`config.mk`:
```
export PLATFORM = sky130hd
export DESIGN_NAME = xbar_arbiter_2to1_flat
export DESIGN_NICKNAME = d
export VERILOG_FILES = /design/src/rtl/xbar_pkg.sv /design/src/rtl/xbar_arbiter_2to1_if.sv /design/src/rtl/xbar_arbiter_2to1_rr_arb2.sv /design/src/rtl/xbar_arbiter_2to1.sv /design/src/flat_wrapper.sv
export SDC_FILE = /design/constraint.sdc
export NUM_CORES = 1
export LEC_CHECK = 0
export CAP_MARGIN = 30
export CORE_AREA = 5 5 156 158
export CTS_CLUSTER_DIAMETER = 50
export DETAILED_ROUTE_END_ITERATION = 6
export DIE_AREA = 0 0 161 163
export PLACE_DENSITY = 0.64
export SYNTH_ARGS = -nofsm -noshare
export SYNTH_HDL_FRONTEND = slang
export SYNTH_SLANG_ARGS = --single-unit
```
`constraint.sdc`:
```
create_clock -name clk -period 3.5 [get_ports clk]
set_input_delay 0.7 -clock clk [delete_from_list [all_inputs] [get_ports clk]]
set_output_delay 0.7 -clock clk [all_outputs]
set_load 0.005 [all_outputs]
```
`src/rtl/xbar_pkg.sv`:
```
// Shared definitions for the crossbar: arbiter FSM states, command encoding,
// the timeout error pattern and default bus widths shared with masters/slaves.
package xbar_pkg;

  typedef enum logic [1:0] {
    IDLE = 2'd0,
    REQ  = 2'd1,
    RESP = 2'd2
  } state_t;

  localparam logic CMD_READ  = 1'b0;
  localparam logic CMD_WRITE = 1'b1;

  localparam logic [31:0] ERR_PATTERN = 32'hDEAD_BEEF;

  localparam int DATA_W_DEF = 32;
  localparam int ADDR_W_DEF = 32;

endpackage

```
`src/rtl/xbar_arbiter_2to1_if.sv`:
```
// Bus bundle around the 2:1 arbiter: both master ports and the slave port.
// modport master: the surrounding world (masters issuing requests, slave answering).
// modport slave : the arbiter itself, serving the masters and driving the slave.
interface xbar_arbiter_2to1_if
  import xbar_pkg::*;
#(
  parameter int DATA_W = DATA_W_DEF,
  parameter int ADDR_W = ADDR_W_DEF
);
  logic              m0_req;
  logic              m0_cmd;
  logic [ADDR_W-1:0] m0_addr;
  logic [DATA_W-1:0] m0_wdata;
  logic              m0_ack;
  logic [DATA_W-1:0] m0_rdata;
  logic              m0_err;

  logic              m1_req;
  logic              m1_cmd;
  logic [ADDR_W-1:0] m1_addr;
  logic [DATA_W-1:0] m1_wdata;
  logic              m1_ack;
  logic [DATA_W-1:0] m1_rdata;
  logic              m1_err;

  logic              s_req;
  logic              s_cmd;
  logic [ADDR_W-1:0] s_addr;
  logic [DATA_W-1:0] s_wdata;
  logic              s_ack;
  logic [DATA_W-1:0] s_rdata;

  modport master (
    output m0_req, m0_cmd, m0_addr, m0_wdata,
    output m1_req, m1_cmd, m1_addr, m1_wdata,
    output s_ack, s_rdata,
    input  m0_ack, m0_rdata, m0_err,
    input  m1_ack, m1_rdata, m1_err,
    input  s_req, s_cmd, s_addr, s_wdata
  );

  modport slave (
    input  m0_req, m0_cmd, m0_addr, m0_wdata,
    input  m1_req, m1_cmd, m1_addr, m1_wdata,
    input  s_ack, s_rdata,
    output m0_ack, m0_rdata, m0_err,
    output m1_ack, m1_rdata, m1_err,
    output s_req, s_cmd, s_addr, s_wdata
  );

endinterface

```
`src/rtl/xbar_arbiter_2to1_rr_arb2.sv`:
```
// Combinational two-way round-robin pick. The pointer register lives in the parent.
module rr_arb2 (
  input  logic [1:0] i_req,
  input  logic       i_last,
  output logic       o_valid,
  output logic       o_winner
);

  // On contention the master that did not win last time gets the grant.
  always_comb begin
    o_valid  = |i_req;
    o_winner = (&i_req) ? ~i_last : i_req[1];
  end

endmodule

```
`src/rtl/xbar_arbiter_2to1.sv`:
```
// Two-master, one-slave round-robin arbiter, one transaction in flight at a time.
// Optional request timeout enabled by defining XBAR_ARB_TIMEOUT_EN.
//
// state | meaning
// IDLE  | sampling master requests, slave port idle
// REQ   | s_req held with frozen s_* fields, waiting for s_ack
// RESP  | one-cycle ack pulse to the granted master, requests not sampled
module xbar_arbiter_2to1
  import xbar_pkg::*;
#(
  parameter int DATA_W  = DATA_W_DEF,
  parameter int ADDR_W  = ADDR_W_DEF,
  parameter int TIMEOUT = 16
) (
  input  logic              clk,
  input  logic              reset,
  xbar_arbiter_2to1_if.slave bus
);

  state_t            r_state,    w_state_nxt;
  logic              r_last,     w_last_nxt;
  logic              r_owner,    w_owner_nxt;
  logic              r_s_req,    w_s_req_nxt;
  logic              r_s_cmd,    w_s_cmd_nxt;
  logic [ADDR_W-1:0] r_s_addr,   w_s_addr_nxt;
  logic [DATA_W-1:0] r_s_wdata,  w_s_wdata_nxt;
  logic              r_m0_ack,   w_m0_ack_nxt;
  logic              r_m1_ack,   w_m1_ack_nxt;
  logic [DATA_W-1:0] r_m0_rdata, w_m0_rdata_nxt;
  logic [DATA_W-1:0] r_m1_rdata, w_m1_rdata_nxt;

  logic              w_gnt_valid;
  logic              w_gnt_winner;

`ifdef XBAR_ARB_TIMEOUT_EN
  localparam logic [7:0] TO_LAST = 8'(TIMEOUT - 1);

  logic              r_m0_err,   w_m0_err_nxt;
  logic              r_m1_err,   w_m1_err_nxt;
  logic [7:0]        r_cnt,      w_cnt_nxt;
`endif

  rr_arb2 u_rr_arb2 (
    .i_req    ({bus.m1_req, bus.m0_req}),
    .i_last   (r_last),
    .o_valid  (w_gnt_valid),
    .o_winner (w_gnt_winner)
  );

  // Register the state and every output; reset drops any in-flight transaction.
  always_ff @(posedge clk) begin
    if (!reset) begin
      r_state    <= IDLE;
      r_last     <= 1'b1;
      r_owner    <= 1'b0;
      r_s_req    <= 1'b0;
      r_s_cmd    <= 1'b0;
      r_s_addr   <= '0;
      r_s_wdata  <= '0;
      r_m0_ack   <= 1'b0;
      r_m1_ack   <= 1'b0;
      r_m0_rdata <= '0;
      r_m1_rdata <= '0;
`ifdef XBAR_ARB_TIMEOUT_EN
      r_m0_err   <= 1'b0;
      r_m1_err   <= 1'b0;
      r_cnt      <= '0;
`endif
    end else begin
      r_state    <= w_state_nxt;
      r_last     <= w_last_nxt;
      r_owner    <= w_owner_nxt;
      r_s_req    <= w_s_req_nxt;
      r_s_cmd    <= w_s_cmd_nxt;
      r_s_addr   <= w_s_addr_nxt;
      r_s_wdata  <= w_s_wdata_nxt;
      r_m0_ack   <= w_m0_ack_nxt;
      r_m1_ack   <= w_m1_ack_nxt;
      r_m0_rdata <= w_m0_rdata_nxt;
      r_m1_rdata <= w_m1_rdata_nxt;
`ifdef XBAR_ARB_TIMEOUT_EN
      r_m0_err   <= w_m0_err_nxt;
      r_m1_err   <= w_m1_err_nxt;
      r_cnt      <= w_cnt_nxt;
`endif
    end
  end

  // Next-state and next-output decode; acks/errs are single-cycle pulses.
  always_comb begin
    w_state_nxt    = r_state;
    w_last_nxt     = r_last;
    w_owner_nxt    = r_owner;
    w_s_req_nxt    = r_s_req;
    w_s_cmd_nxt    = r_s_cmd;
    w_s_addr_nxt   = r_s_addr;
    w_s_wdata_nxt  = r_s_wdata;
    w_m0_ack_nxt   = 1'b0;
    w_m1_ack_nxt   = 1'b0;
    w_m0_rdata_nxt = r_m0_rdata;
    w_m1_rdata_nxt = r_m1_rdata;
`ifdef XBAR_ARB_TIMEOUT_EN
    w_m0_err_nxt   = 1'b0;
    w_m1_err_nxt   = 1'b0;
    w_cnt_nxt      = r_cnt;
`endif
    case (r_state)
      IDLE: begin
        if (w_gnt_valid) begin
          w_state_nxt   = REQ;
          w_owner_nxt   = w_gnt_winner;
          w_last_nxt    = w_gnt_winner;
          w_s_req_nxt   = 1'b1;
          w_s_cmd_nxt   = w_gnt_winner ? bus.m1_cmd   : bus.m0_cmd;
          w_s_addr_nxt  = w_gnt_winner ? bus.m1_addr  : bus.m0_addr;
          w_s_wdata_nxt = w_gnt_winner ? bus.m1_wdata : bus.m0_wdata;
`ifdef XBAR_ARB_TIMEOUT_EN
          w_cnt_nxt     = '0;
`endif
        end
      end
      REQ: begin
        if (bus.s_ack) begin
          w_state_nxt = RESP;
          w_s_req_nxt = 1'b0;
          if (r_owner) begin
            w_m1_ack_nxt   = 1'b1;
            w_m1_rdata_nxt = bus.s_rdata;
          end else begin
            w_m0_ack_nxt   = 1'b1;
            w_m0_rdata_nxt = bus.s_rdata;
          end
        end
`ifdef XBAR_ARB_TIMEOUT_EN
        else if (r_cnt == TO_LAST) begin
          w_state_nxt = RESP;
          w_s_req_nxt = 1'b0;
          if (r_owner) begin
            w_m1_ack_nxt   = 1'b1;
            w_m1_err_nxt   = 1'b1;
            w_m1_rdata_nxt = DATA_W'(ERR_PATTERN);
          end else begin
            w_m0_ack_nxt   = 1'b1;
            w_m0_err_nxt   = 1'b1;
            w_m0_rdata_nxt = DATA_W'(ERR_PATTERN);
          end
        end else begin
          w_cnt_nxt = r_cnt + 8'd1;
        end
`endif
      end
      RESP: begin
        w_state_nxt = IDLE;
      end
      default: begin
        w_state_nxt = IDLE;
      end
    endcase
  end

  assign bus.s_req    = r_s_req;
  assign bus.s_cmd    = r_s_cmd;
  assign bus.s_addr   = r_s_addr;
  assign bus.s_wdata  = r_s_wdata;
  assign bus.m0_ack   = r_m0_ack;
  assign bus.m1_ack   = r_m1_ack;
  assign bus.m0_rdata = r_m0_rdata;
  assign bus.m1_rdata = r_m1_rdata;
`ifdef XBAR_ARB_TIMEOUT_EN
  assign bus.m0_err   = r_m0_err;
  assign bus.m1_err   = r_m1_err;
`else
  assign bus.m0_err   = 1'b0;
  assign bus.m1_err   = 1'b0;
`endif

endmodule

```
`src/flat_wrapper.sv`:
```
// flat-port wrapper written by rule: the top's interface ports become plain ports
module xbar_arbiter_2to1_flat import xbar_pkg::*;
#(
  parameter int DATA_W  = DATA_W_DEF,
  parameter int ADDR_W  = ADDR_W_DEF,
  parameter int TIMEOUT = 16
)
  (clk, reset, bus_m0_req, bus_m0_cmd, bus_m0_addr, bus_m0_wdata, bus_m1_req, bus_m1_cmd, bus_m1_addr, bus_m1_wdata, bus_s_ack, bus_s_rdata, bus_m0_ack, bus_m0_rdata, bus_m0_err, bus_m1_ack, bus_m1_rdata, bus_m1_err, bus_s_req, bus_s_cmd, bus_s_addr, bus_s_wdata);
  xbar_arbiter_2to1_if #(.DATA_W(DATA_W), .ADDR_W(ADDR_W)) bus_i ();
  input  logic clk;
  input  logic reset;
  input wire logic [$bits(bus_i.m0_req)-1:0] bus_m0_req;
  input wire logic [$bits(bus_i.m0_cmd)-1:0] bus_m0_cmd;
  input wire logic [$bits(bus_i.m0_addr)-1:0] bus_m0_addr;
  input wire logic [$bits(bus_i.m0_wdata)-1:0] bus_m0_wdata;
  input wire logic [$bits(bus_i.m1_req)-1:0] bus_m1_req;
  input wire logic [$bits(bus_i.m1_cmd)-1:0] bus_m1_cmd;
  input wire logic [$bits(bus_i.m1_addr)-1:0] bus_m1_addr;
  input wire logic [$bits(bus_i.m1_wdata)-1:0] bus_m1_wdata;
  input wire logic [$bits(bus_i.s_ack)-1:0] bus_s_ack;
  input wire logic [$bits(bus_i.s_rdata)-1:0] bus_s_rdata;
  output wire logic [$bits(bus_i.m0_ack)-1:0] bus_m0_ack;
  output wire logic [$bits(bus_i.m0_rdata)-1:0] bus_m0_rdata;
  output wire logic [$bits(bus_i.m0_err)-1:0] bus_m0_err;
  output wire logic [$bits(bus_i.m1_ack)-1:0] bus_m1_ack;
  output wire logic [$bits(bus_i.m1_rdata)-1:0] bus_m1_rdata;
  output wire logic [$bits(bus_i.m1_err)-1:0] bus_m1_err;
  output wire logic [$bits(bus_i.s_req)-1:0] bus_s_req;
  output wire logic [$bits(bus_i.s_cmd)-1:0] bus_s_cmd;
  output wire logic [$bits(bus_i.s_addr)-1:0] bus_s_addr;
  output wire logic [$bits(bus_i.s_wdata)-1:0] bus_s_wdata;
  assign bus_i.m0_req = bus_m0_req;
  assign bus_i.m0_cmd = bus_m0_cmd;
  assign bus_i.m0_addr = bus_m0_addr;
  assign bus_i.m0_wdata = bus_m0_wdata;
  assign bus_i.m1_req = bus_m1_req;
  assign bus_i.m1_cmd = bus_m1_cmd;
  assign bus_i.m1_addr = bus_m1_addr;
  assign bus_i.m1_wdata = bus_m1_wdata;
  assign bus_i.s_ack = bus_s_ack;
  assign bus_i.s_rdata = bus_s_rdata;
  assign bus_m0_ack = bus_i.m0_ack;
  assign bus_m0_rdata = bus_i.m0_rdata;
  assign bus_m0_err = bus_i.m0_err;
  assign bus_m1_ack = bus_i.m1_ack;
  assign bus_m1_rdata = bus_i.m1_rdata;
  assign bus_m1_err = bus_i.m1_err;
  assign bus_s_req = bus_i.s_req;
  assign bus_s_cmd = bus_i.s_cmd;
  assign bus_s_addr = bus_i.s_addr;
  assign bus_s_wdata = bus_i.s_wdata;
  xbar_arbiter_2to1 #(.DATA_W(DATA_W), .ADDR_W(ADDR_W), .TIMEOUT(TIMEOUT)) u_core (.clk(clk), .reset(reset), .bus(bus_i));
endmodule
```
---- After elaboration in Yosys (flattened, before gate mapping) ----
Cells that the tools add are included.
word-level totals
  output and inout port bits .............. 134
  word-level logic and storage cells ...... 38
  input bits .............................. 167
  register bits after elaboration ......... 136
operators by class
  reductions and logical operators ........ 10
  bitwise operators ....................... 2
  equal/unequal tests ..................... 3
  multiplexer cells ....................... 12
operators with widths
  cell                                                              count
  32-bit 2-to-1 mux                                                 2
  3-bit AND reduction                                               4
  1-bit 2-to-1 mux                                                  6
  2-bit AND reduction                                               3
  2-bit 2-to-1 mux                                                  2
  2-bit inequality test (second input constant)                     2
  2-bit case mux with 2 select lines                                1
  2-bit by 1-bit == test with 1-bit output (second input constant)  1
  2-bit logical NOT                                                 1
  1-bit inverter                                                    2
  1-bit case mux with 2 select lines                                1
  2-bit nonzero test                                                1
  2-bit OR reduction                                                1

---- Logic depth before layout (Yosys ltp) ----
Gate-level depths: netlist of run 1.
  depth in word-level cells ............... 3
  depth in mapped cells ................... 6
  gate-level depth less buffers ........... 3

---- By module ----
Synthesis of run 1 repeated with hierarchy kept, for this count alone.
unflattened totals
  cell total of the unflattened synthesis .. 568
  area total of the unflattened synthesis .. 5,534.1 um^2
modules (own cells, without submodules)
  module             area an instance (um^2)  times used  cells each
  xbar_arbiter_2to1  5,520.3                  1           566
  rr_arb2            13.8                     1           2

---- Worst setup path before layout of run 1 ----
OpenSTA, ideal clock, no wires.
  path kind ............................... input-to-reg
  from .................................... input reset
  to ...................................... register u_core.r_s_addr[21], in the netlist u_core.bus.s_addr[21]
  slack ................................... 1.749 ns
  arrival time ............................ 1.604 ns
  library setup time ...................... 0.147 ns
  path buffers ............................ 3
  cell stages on the path ................. 5
  path through ............................ buf_2 clkinv_1 buf_2 buf_1 a311oi_2
RTL lines
  what                  RTL line                 source
  from (decl)           flat_wrapper.sv:11       input logic reset;
  to (signal assigned)  xbar_arbiter_2to1.sv:75  r_s_addr <= w_s_addr_nxt;
  to (decl)             xbar_arbiter_2to1.sv:25  logic [ADDR_W-1:0] r_s_addr, w_s_addr_nxt;
No word-level cell between the ends.

---- Worst setup path after layout of run 1 ----
  from .................................... input bus_m1_req
  to ...................................... register u_core.r_s_addr[26], in the netlist u_core.bus.s_addr[26]
on the way
  word-level cells in the longest chain between the ends .. 3
ends and longest elaborated chain
  what                 RTL line                         source
  from (decl)          flat_wrapper.sv:16               input wire logic [$bits(bus_i.m1_req)-1:0] bus_m1_req;
  2-bit AND reduction  xbar_arbiter_2to1_rr_arb2.sv:12  o_winner = (&i_req) ? ~i_last : i_req[1];
  1-bit 2-to-1 mux     xbar_arbiter_2to1_rr_arb2.sv:12
  32-bit 2-to-1 mux    xbar_arbiter_2to1.sv:115         w_s_addr_nxt = w_gnt_winner ? bus.m1_addr : bus.m0_addr;
Parallel ways exist; a longest one is shown, timed or not.
A chain may end at the register's enable or synchronous reset.

==> qor.txt, run 1 <==
Outcome: completed
Worst-Margin Slew: 974 ps
Final WS setup: 1380 ps
Period minus WS final: 2120 ps
Fin util: 40.8%
Achievable Freq: 472 MHz
GRT Util Overall: 14.5%
Most frequent cells in the layout: clkdlybuf4s50_1 (297), nand2_1 (162), dfxtp_1 (136)
Pins over their slew limit: 0
Skew-Pair Late Insertion Delay: 420 ps
DPL Wire Length: 13700 microns
Synth Instances: 649
Startpoint Class: input pin
CTS tree: built
DRC: 0
Die W: 161 microns
CP arrival: 2440 ps
Finished Layout Cells: 1211
Worst IR Drop VDD: 259 uV
Power density cells: 482 mW/mm^2
Area grow syn2layout: 67.6%
Port Buffer Count: 298
Root Driver: clkbuf_16
Post-CTS Resized: 0
Combinational Power Share: 19.5%
Setup violators final: 0
Delay-heaviest family, CP: buffers and inverters
Final GP Congestion: 0.733
ANT nets after route: 0
Slowest cell on the critical path: buf_4
Layout cells sized above 1: 9.77%
Worst min-delay path class: register to register
Number of I/O pins: 301
Vert. Die Dim: 163 microns
Antenna violations before repair: 0
Worst-path fanout max: 65
Clock power share: 42.2%
Ant. Diodes: 0
First-pass GRT wire length: 30400 microns
Power Internal: 3.32 mW
#FFs+latches synth: 136
DR pass1 iterations: 4
Psw: 1.20 mW
Die area: 0.0262 sq mm
Clock skew: 11.0 ps
Switching share of total power: 26.5%
Vias per cell: 4.63
Final Instance Area: 0.00937 sq mm
GRT Residual Overflow: 0
Cell Area, Synth: 0.00559 sq mm
Buf/Inv on CP: 2
Crit-path max cell delay: 570 ps
Clock Path Buffers: 2
Cell count after placement: 1179
DP Worst Slack: 952 ps
CP endpoint kind: register
Dpl cell area: 0.00875 sq mm
Clk sinks: 136
# H-tree levels: 4
CTS Buf Count: 17
Worst slew margin: 35.1%
Drt wl/cell: 16.3 microns
Seq pwr share: 38.3%
# rows: 56
CP Class: input pin to register
Mean post-synth cell area: 8.62 sq um
Yosys cell types: 29
RSZ-0062 raised after global routing: false
Drt initial violations: 262
Lkg Pwr: 3.36 nW
Max-cap violation count: 0
Commonest non-fill, non-tap cell in the layout: clkdlybuf4s50_1
Vias in the first global route: 5638
Setup bufs post-CTS: 0
Clock Pin Slew Worst Setup and Hold Paths: 60 ps
Fin. Hold Viols: 0
Layout Nets: 1075
Total number of vias: 5601
Syn. warnings: 0
Part of the cycle the worst path needs: 60.5%
Setup tns final: 0 ps
CTS Hold Bufs: 0
Register area share after synthesis: 48.7%
CORE AREA: 0.0230 sq mm
CP cell instances: clkdlybuf4s50_1, a21boi_4, buf_4, nand2_1, a311oi_2
Initial Util: 24.3%
WP data required: 3820 ps
Overall routed net length: 19800 microns
Pin count of the biggest net entering global routing: 100
==> synthesized netlist by cell type <==
cell | count | area (sq um)
o21ai_0 | 65 | 325
nand3b_1 | 1 | 7.51
and3_1 | 1 | 6.26
a21bo_2 | 1 | 10.0
nor3_1 | 1 | 5.00
clkinv_1 | 1 | 3.75
nor2_1 | 4 | 15.0
a22oi_1 | 1 | 7.51
a21boi_1 | 1 | 7.51
dfxtp_1 | 136 | 2720
conb_1 | 1 | 3.75
nand4b_1 | 1 | 8.76
a311oi_2 | 39 | 586
nor3b_1 | 1 | 7.51
buf_1 | 10 | 37.5
nand2_1 | 162 | 608
a21boi_0 | 1 | 7.51
buf_4 | 3 | 22.5
a311oi_1 | 26 | 228
buf_6 | 5 | 56.3
nand4bb_1 | 1 | 11.3
and2_4 | 1 | 8.76
nand3_1 | 64 | 320
a21oi_1 | 66 | 330
or2_1 | 1 | 6.26
clkbuf_1 | 34 | 128
buf_2 | 18 | 90.1
o21a_1 | 2 | 15.0
nor2_2 | 1 | 6.26
==> worst register-to-register path: cells and delay by family, from the launching register on <==
family | cells | cell delay, ps
simple gates | 1 | 160
buf+inv | 1 | 630
flops | 1 | 380
compound gates | 2 | 480
==> sequential cells by signal, indices dropped and copies added (netlist names) <==
| register | flops |
|---|---|
| u_core.r_last | 1 |
| u_core.bus.m0_rdata | 32 |
| u_core.bus.m0_ack | 1 |
| u_core.bus.s_wdata | 32 |
| u_core.r_owner | 1 |
| u_core.bus.s_req | 1 |
| u_core.bus.s_cmd | 1 |
| u_core.bus.m1_rdata | 32 |
| u_core.r_state | 2 |
| u_core.bus.s_addr | 32 |
| u_core.bus.m1_ack | 1 |
==> layout make-up <==
type	instances	area (sq um)
multi-input combinational	443	2560
clock buffer	18	439
tap	290	363
clock inverter	14	186
sequential	136	2720
fill	2319	13600
inverter	1	5.00
timing repair buffer	309	3100
==> metal layers <==
metal  GRT usage, %  vias up  routed length [microns]
met5              0        -                        0
met4           3.30        0                      147
met2           22.8      230                     8820
met1           17.7     2533                     8510
met3           7.62        9                     2290
li1               -     2829                        -
==> power by group through the flow <==
stage / logic [mW] / registers (mW) / clock network (mW)
after floorplan: 0.378 / 1.77 / 0
after global placement: 0.891 / 1.76 / 0
after detailed placement: 0.891 / 1.76 / 0
after CTS: 0.894 / 1.73 / 1.97
after global routing: 0.958 / 1.74 / 2.04
final: 0.878 / 1.73 / 1.91
==> final timing paths <==
path / from / end / cells past startpoint / slack [ps]
setup / recovery: bus_m1_req / u_core.bus.s_addr[26] / 5 / 1380
hold / removal: u_core.bus.m1_rdata[6] / u_core.bus.m1_rdata[6] / 2 / 470
setup reg to reg: u_core.r_state[0] / u_core.bus.s_addr[26] / 4 / 1760
hold reg to reg: u_core.bus.m1_rdata[6] / u_core.bus.m1_rdata[6] / 2 / 470
==> through the flow <==
stage	hold slack, ps	power (mW)
2_1_floorplan	466	2.14
3_3_place_gp	453	2.65
3_5_place_dp	462	2.65
4_1_cts	473	4.59
5_1_grt	493	4.74
6_report	469	4.51
==> cell families after synthesis <==
logic type	after synthesis	synth area share [%]
AOI/OAI and AO/OA	202	27.1
DFF	136	48.7
buffers and inverters	71	6.04
and+or+nand+nor	239	18.1
other	1	0.0671
No activity file was read; power rests on OpenSTA's default activity.
==> run 2: changes to the inputs <==
Clock period 3.5 ns to 2.12 ns, I/O delays scaled along.
==> qor.txt, run 2 (synthesis gave the netlist of run 1 again) <==
Commonest non-fill, non-tap cell in the layout: clkdlybuf4s50_1
# H-tree levels: 4 (unchanged)
Slowest cell on the critical path: clkdlybuf4s50_1
Finished Layout Cells: 1219 (+0.66%)
Startpoint Class: register
Die W: 161 microns (unchanged)
Skew-Pair Late Insertion Delay: 410 ps (about the same)
Drt wl/cell: 16.1 microns (-1.1%)
Fin. Hold Viols: 0 (unchanged)
Area grow syn2layout: 68.5%
Pin count of the biggest net entering global routing: 78 (-22%)
Number of I/O pins: 301 (unchanged)
Seq pwr share: 40.0% (+1.7 points)
RR Endpoint: u_core.bus.s_addr[4]
Layout Nets: 1084 (+0.84%)
CTS Hold Bufs: 0 (unchanged)
Period minus WS final: 1770 ps
Worst Setup SP: u_core.bus.s_wdata[6]
Reg2reg setup slack: 670 ps (-1090 ps)
ANT nets after route: 0 (unchanged)
CORE AREA: 0.0230 sq mm (unchanged)
Switching share of total power: 26.7% (+0.19 points)
Part of the cycle the worst path needs: 83.4%
WHS: 308 ps (-161 ps)
Worst min-delay path class: input pin to register
CP Class: register to output port
Worst setup endpoint: bus_s_wdata[6]
Setup tns final: 0 ps (unchanged)
Vias in the first global route: 5630 (-0.14%)
Clk sinks: 136 (unchanged)
Setup bufs post-CTS: 0 (unchanged)
CTS Buf Count: 17 (unchanged)
DRC: 0 (unchanged)
Lkg Pwr: 3.38 nW (+0.66%)
GRT Util Overall: 14.5% (+0.031 points)
Outcome: completed
Drt initial violations: 235 (-10%)
Total number of vias: 5673 (+1.3%)
CP Depth: 1 (-4)
Power density cells: 758 mW/mm^2 (+57%)
Crit-path max cell delay: 600 ps (+30 ps)
Vias per cell: 4.65 (+0.62%)
Clock Pin Slew Worst Setup and Hold Paths: 60 ps (about the same)
Root Driver: clkbuf_16
Worst-path fanout max: 2 (-97%)
Antenna violations before repair: 0 (unchanged)
CP cell instances: clkdlybuf4s50_1
DPL Wire Length: 14100 microns (+2.5%)
DR pass1 iterations: 6 (+2)
Vert. Die Dim: 163 microns (unchanged)
GRT Residual Overflow: 0 (unchanged)
WP data required: 1700 ps (-2120 ps)
Psw: 1.91 mW (+59%)
Ant. Diodes: 0 (unchanged)
Clock power share: 39.2% (-3.0 points)
Clock Path Buffers: 2 (unchanged)
# rows: 56 (unchanged)
Pins over their slew limit: 0 (unchanged)
Worst r2r path cells: 4 (unchanged)
Overall routed net length: 19700 microns (-0.45%)
CP endpoint kind: output port
Final GP Congestion: 0.785 (+7.1%)
CP arrival: 1340 ps (-1100 ps)
Max-cap violation count: 0 (unchanged)
Combinational Power Share: 20.8% (+1.3 points)
Setup violators final: 0 (unchanged)
Clock skew: 6.17 ps (-4.81 ps)
Cell count after placement: 1188 (+0.76%)
Delay-heaviest family, CP: buffers and inverters
Layout cells sized above 1: 10.3% (+0.56 points)
Port Buffer Count: 298 (unchanged)
Post-CTS Resized: 0 (unchanged)
CTS tree: built
DP Worst Slack: 94.8 ps (-857 ps)
Worst IR Drop VDD: 362 uV (+40%)
Die area: 0.0262 sq mm (unchanged)
Achievable Freq: 566 MHz
Final WS setup: 352 ps (-1030 ps)
First-pass GRT wire length: 30500 microns (+0.47%)
Power Internal: 5.24 mW (+58%)
RSZ-0062 raised after global routing: false
R2r startpoint: u_core.r_state[1]
Initial Util: 24.3% (unchanged)
Buf/Inv on CP: 1 (-1)
Most frequent cells in the layout: clkdlybuf4s50_1 (297), nand2_1 (162), dfxtp_1 (136)
[run 2: changes by cell type in the layout (fill, tap and decap cells not counted), sizes merged]
cell      change
buf           +9
bufinv        -2
clkbuf        +2
clkinv        -1
clkinvlp      +3
inv           -3
[run 2: power groups by stage]
stage          combinational (mW)  clock [mW]  sequential [mW]
3_3_place_gp                 1.50           0             2.91
4_1_cts                      1.51        2.89             2.86
5_1_grt                      1.61        3.01             2.88
3_5_place_dp                 1.50           0             2.91
2_1_floorplan               0.624           0             2.92
6_report                     1.49        2.80             2.86
[run 2: worst min-delay path by stage]
stage	startpoint	to	slack [ps]	depth (start not counted)
final	reset	u_core.r_state[0]	310	2
after global routing	reset	u_core.r_owner	300	2
after CTS	reset	u_core.r_state[0]	290	2
after detailed placement	u_core.bus.m0_rdata[15]	u_core.bus.m0_rdata[15]	460	2
after global placement	u_core.bus.m0_rdata[24]	u_core.bus.m0_rdata[24]	450	2
after floorplan	u_core.bus.m0_rdata[31]	u_core.bus.m0_rdata[31]	470	2
[run 2: layer usage]
layer  vias up  track usage (%)  part of all wire (%)
met1      2592             17.5                    43
met2       226             23.2                    45
li1       2843                -                     -
met4         0             3.88                  0.98
met5         -                0                     0
met3        12             7.14                    11
[run 2: cell type report]
type | count | area, sq um
clock buffers | 20 | 447
well taps | 290 | 363
flip-flops and latches | 136 | 2720
multi-input cells | 443 | 2560
clock inverters | 11 | 100
repair buffers | 318 | 3230
fillers | 2357 | 13600
inverters | 1 | 5.00
[run 2: metrics by stage]
step                      utilization [%]  power [mW]  cell area, sq um
after floorplan                         -        3.54              5600
after global placement               38.6        4.41              8880
after detailed placement             38.6        4.42              8880
after CTS                            41.0        7.26              9420
after global routing                 41.0        7.51              9420
final                                41.0        7.14              9420
==> run 3: changes to the inputs <==
Settings changed: PLACE_DENSITY 0.64 to 0.66.
Clock period 2.12 ns to 1.4 ns, I/O delays scaled along.
==> qor.txt, run 3 (synthesis gave the netlist of run 1 again) <==
Outcome: completed
Worst r2r path cells: 4 (unchanged)
WP data required: 1710 ps (about the same)
Hold depth: 3 (+1)
DP Worst Slack: -522 ps (-617 ps)
CTS Buf Count: 17 (unchanged)
Reg2reg setup slack: 90 ps (-580 ps)
Clock skew: 10.2 ps (+4.01 ps)
R2r startpoint: u_core.r_last
Routing usage on met1: 17.7% (+0.21 points)
Die W: 161 microns (unchanged)
Grt met2 use: 24.6% (+1.4 points)
Total number of vias: 5715 (+0.74%)
Busiest grt layer: met2
# rows: 56 (unchanged)
Part of the cycle the worst path needs: 93.7%
Startpoint Class: register
Setup violators final: 0 (unchanged)
Area grow syn2layout: 70.4%
Overall routed net length: 20400 microns (+3.5%)
Most frequent cells in the layout: clkdlybuf4s50_1 (163), nand2_1 (162), dfxtp_1 (135)
Drt initial violations: 351 (+49%)
CORE AREA: 0.0230 sq mm (unchanged)
Dpl cell area: 0.00891 sq mm (+0.42%)
RR Endpoint: u_core.bus.s_wdata[20]
Pin count of the biggest net entering global routing: 66 (-15%)
Max-cap violation count: 0 (unchanged)
CP cell instances: a21boi_4, bufbuf_16, nand2_1, a311oi_1
Worst min-delay path class: input pin to register
Vias per cell: 4.64 (-0.24%)
CP arrival: 1620 ps (+280 ps)
Drt wl/cell: 16.5 microns (+2.5%)
Met3 Usage GRT: 6.99% (-0.15 points)
Finished Layout Cells: 1231 (+0.98%)
Pins over their slew limit: 0 (unchanged)
CTS tree: built
DPL Wire Length: 13700 microns (-2.4%)
Hold Path Sink: u_core.r_last
Final GP Congestion: 0.772 (-1.7%)
Vias in the first global route: 5704 (+1.3%)
Lkg Pwr: 4.05 nW (+20%)
Initial Util: 24.3% (unchanged)
CP endpoint kind: register
Clock Path Buffers: 2 (unchanged)
ANT nets after route: 0 (unchanged)
GRT Util Overall: 14.9% (+0.36 points)
Final WS setup: 88.7 ps (-263 ps)
Port Buffer Count: 298 (unchanged)
Crit-path max cell delay: 350 ps (-250 ps)
Achievable Freq: 763 MHz
Setup tns final: 0 ps (unchanged)
Vert. Die Dim: 163 microns (unchanged)
Commonest non-fill, non-tap cell in the layout: clkdlybuf4s50_1
Worst-path fanout max: 12 (+10)
Root Driver: clkbuf_16
DR pass1 iterations: 4 (-2)
Cell count after placement: 1190 (+0.17%)
First-pass GRT wire length: 31100 microns (+2.1%)
Antenna violations before repair: 2 (+2)
Final Instance Area: 0.00953 sq mm (+1.1%)
Fin. Hold Viols: 0 (unchanged)
Clk sinks: 136 (unchanged)
Slowest cell on the critical path: dfxtp_2
Worst IR Drop VDD: 715 uV (+98%)
Number of I/O pins: 301 (unchanged)
Clock Pin Slew Worst Setup and Hold Paths: 70 ps (about the same)
Period minus WS final: 1310 ps
Power density cells: 1170 mW/mm^2 (+54%)
Layout cells sized above 1: 11.7% (+1.4 points)
CP Class: register to register
Fin util: 41.5% (+0.45 points)
# H-tree levels: 4 (unchanged)
Hold Crit Start: bus_m1_req
DRC: 0 (unchanged)
Power Total: 11.1 mW (+56%)
Die area: 0.0262 sq mm (unchanged)
Skew-Pair Late Insertion Delay: 410 ps (about the same)
GRT Residual Overflow: 0 (unchanged)
Layout Nets: 1094 (+0.92%)
WHS: 273 ps (-34.7 ps)
==> run 3: changes by cell type in the layout (fill, tap and decap cells not counted), moves of 2 or more <==
cell	change
clkdlybuf4s50_1	-134
buf_12	+2
bufinv_16	+2
dlygate4sd2_1	+133
bufbuf_16	+2
==> run 3: worst max-delay path, delay by kind of cell, from the launching register on <==
kind	cells	cell delay [ps]
AOI/OAI and AO/OA	2	470
DFF	1	350
buffers and inverters	1	330
and+or+nand+nor	1	70
==> run 3: layer usage <==
layer	vias to the layer above	routed length, microns
met1	2575	8580
li1	2860	-
met4	2	201
met2	262	9330
met5	-	7
met3	16	2250
==> run 3: final cells by class <==
class,count,area [sq um]
timing repair buffer,328,3260
clock inverter,14,173
antenna,1,2.50
fill,2347,13500
sequential,136,2720
tap,290,363
clock buffer,18,429
inverter,1,5.00
multi-input combinational,443,2570
==> run 3: power breakdown <==
part | leakage (nW) | total, mW | switching (mW) | internal, mW
combinational | 2.66 | 2.21 | 1.02 | 1.19
sequential | 1.12 | 4.31 | 0.142 | 4.16
clock | 0.279 | 4.61 | 1.79 | 2.82
==> run 3: worst max path at each step <==
stage | slack [ps] | start | end
after global placement | -490 | bus_m0_req | u_core.bus.s_wdata[4]
after detailed placement | -520 | bus_m0_req | u_core.bus.s_wdata[6]
after global routing | -4 | u_core.r_last | u_core.bus.s_addr[2]
after CTS | -20 | bus_m1_req | u_core.bus.s_addr[6]
final | 90 | u_core.r_last | u_core.bus.s_wdata[20]
after floorplan | 70 | reset | u_core.bus.s_addr[21]
==> run 3: repair_timing <==
action / CTS / global route
cloned: 3 / 1
hold endpoints to repair: 0 / 0
resized for setup: 135 / 6
hold buffers: 0 / 0
pin swaps: 2 / 2
setup endpoints to repair: 196 / 66
buffers inserted: 1 / 3
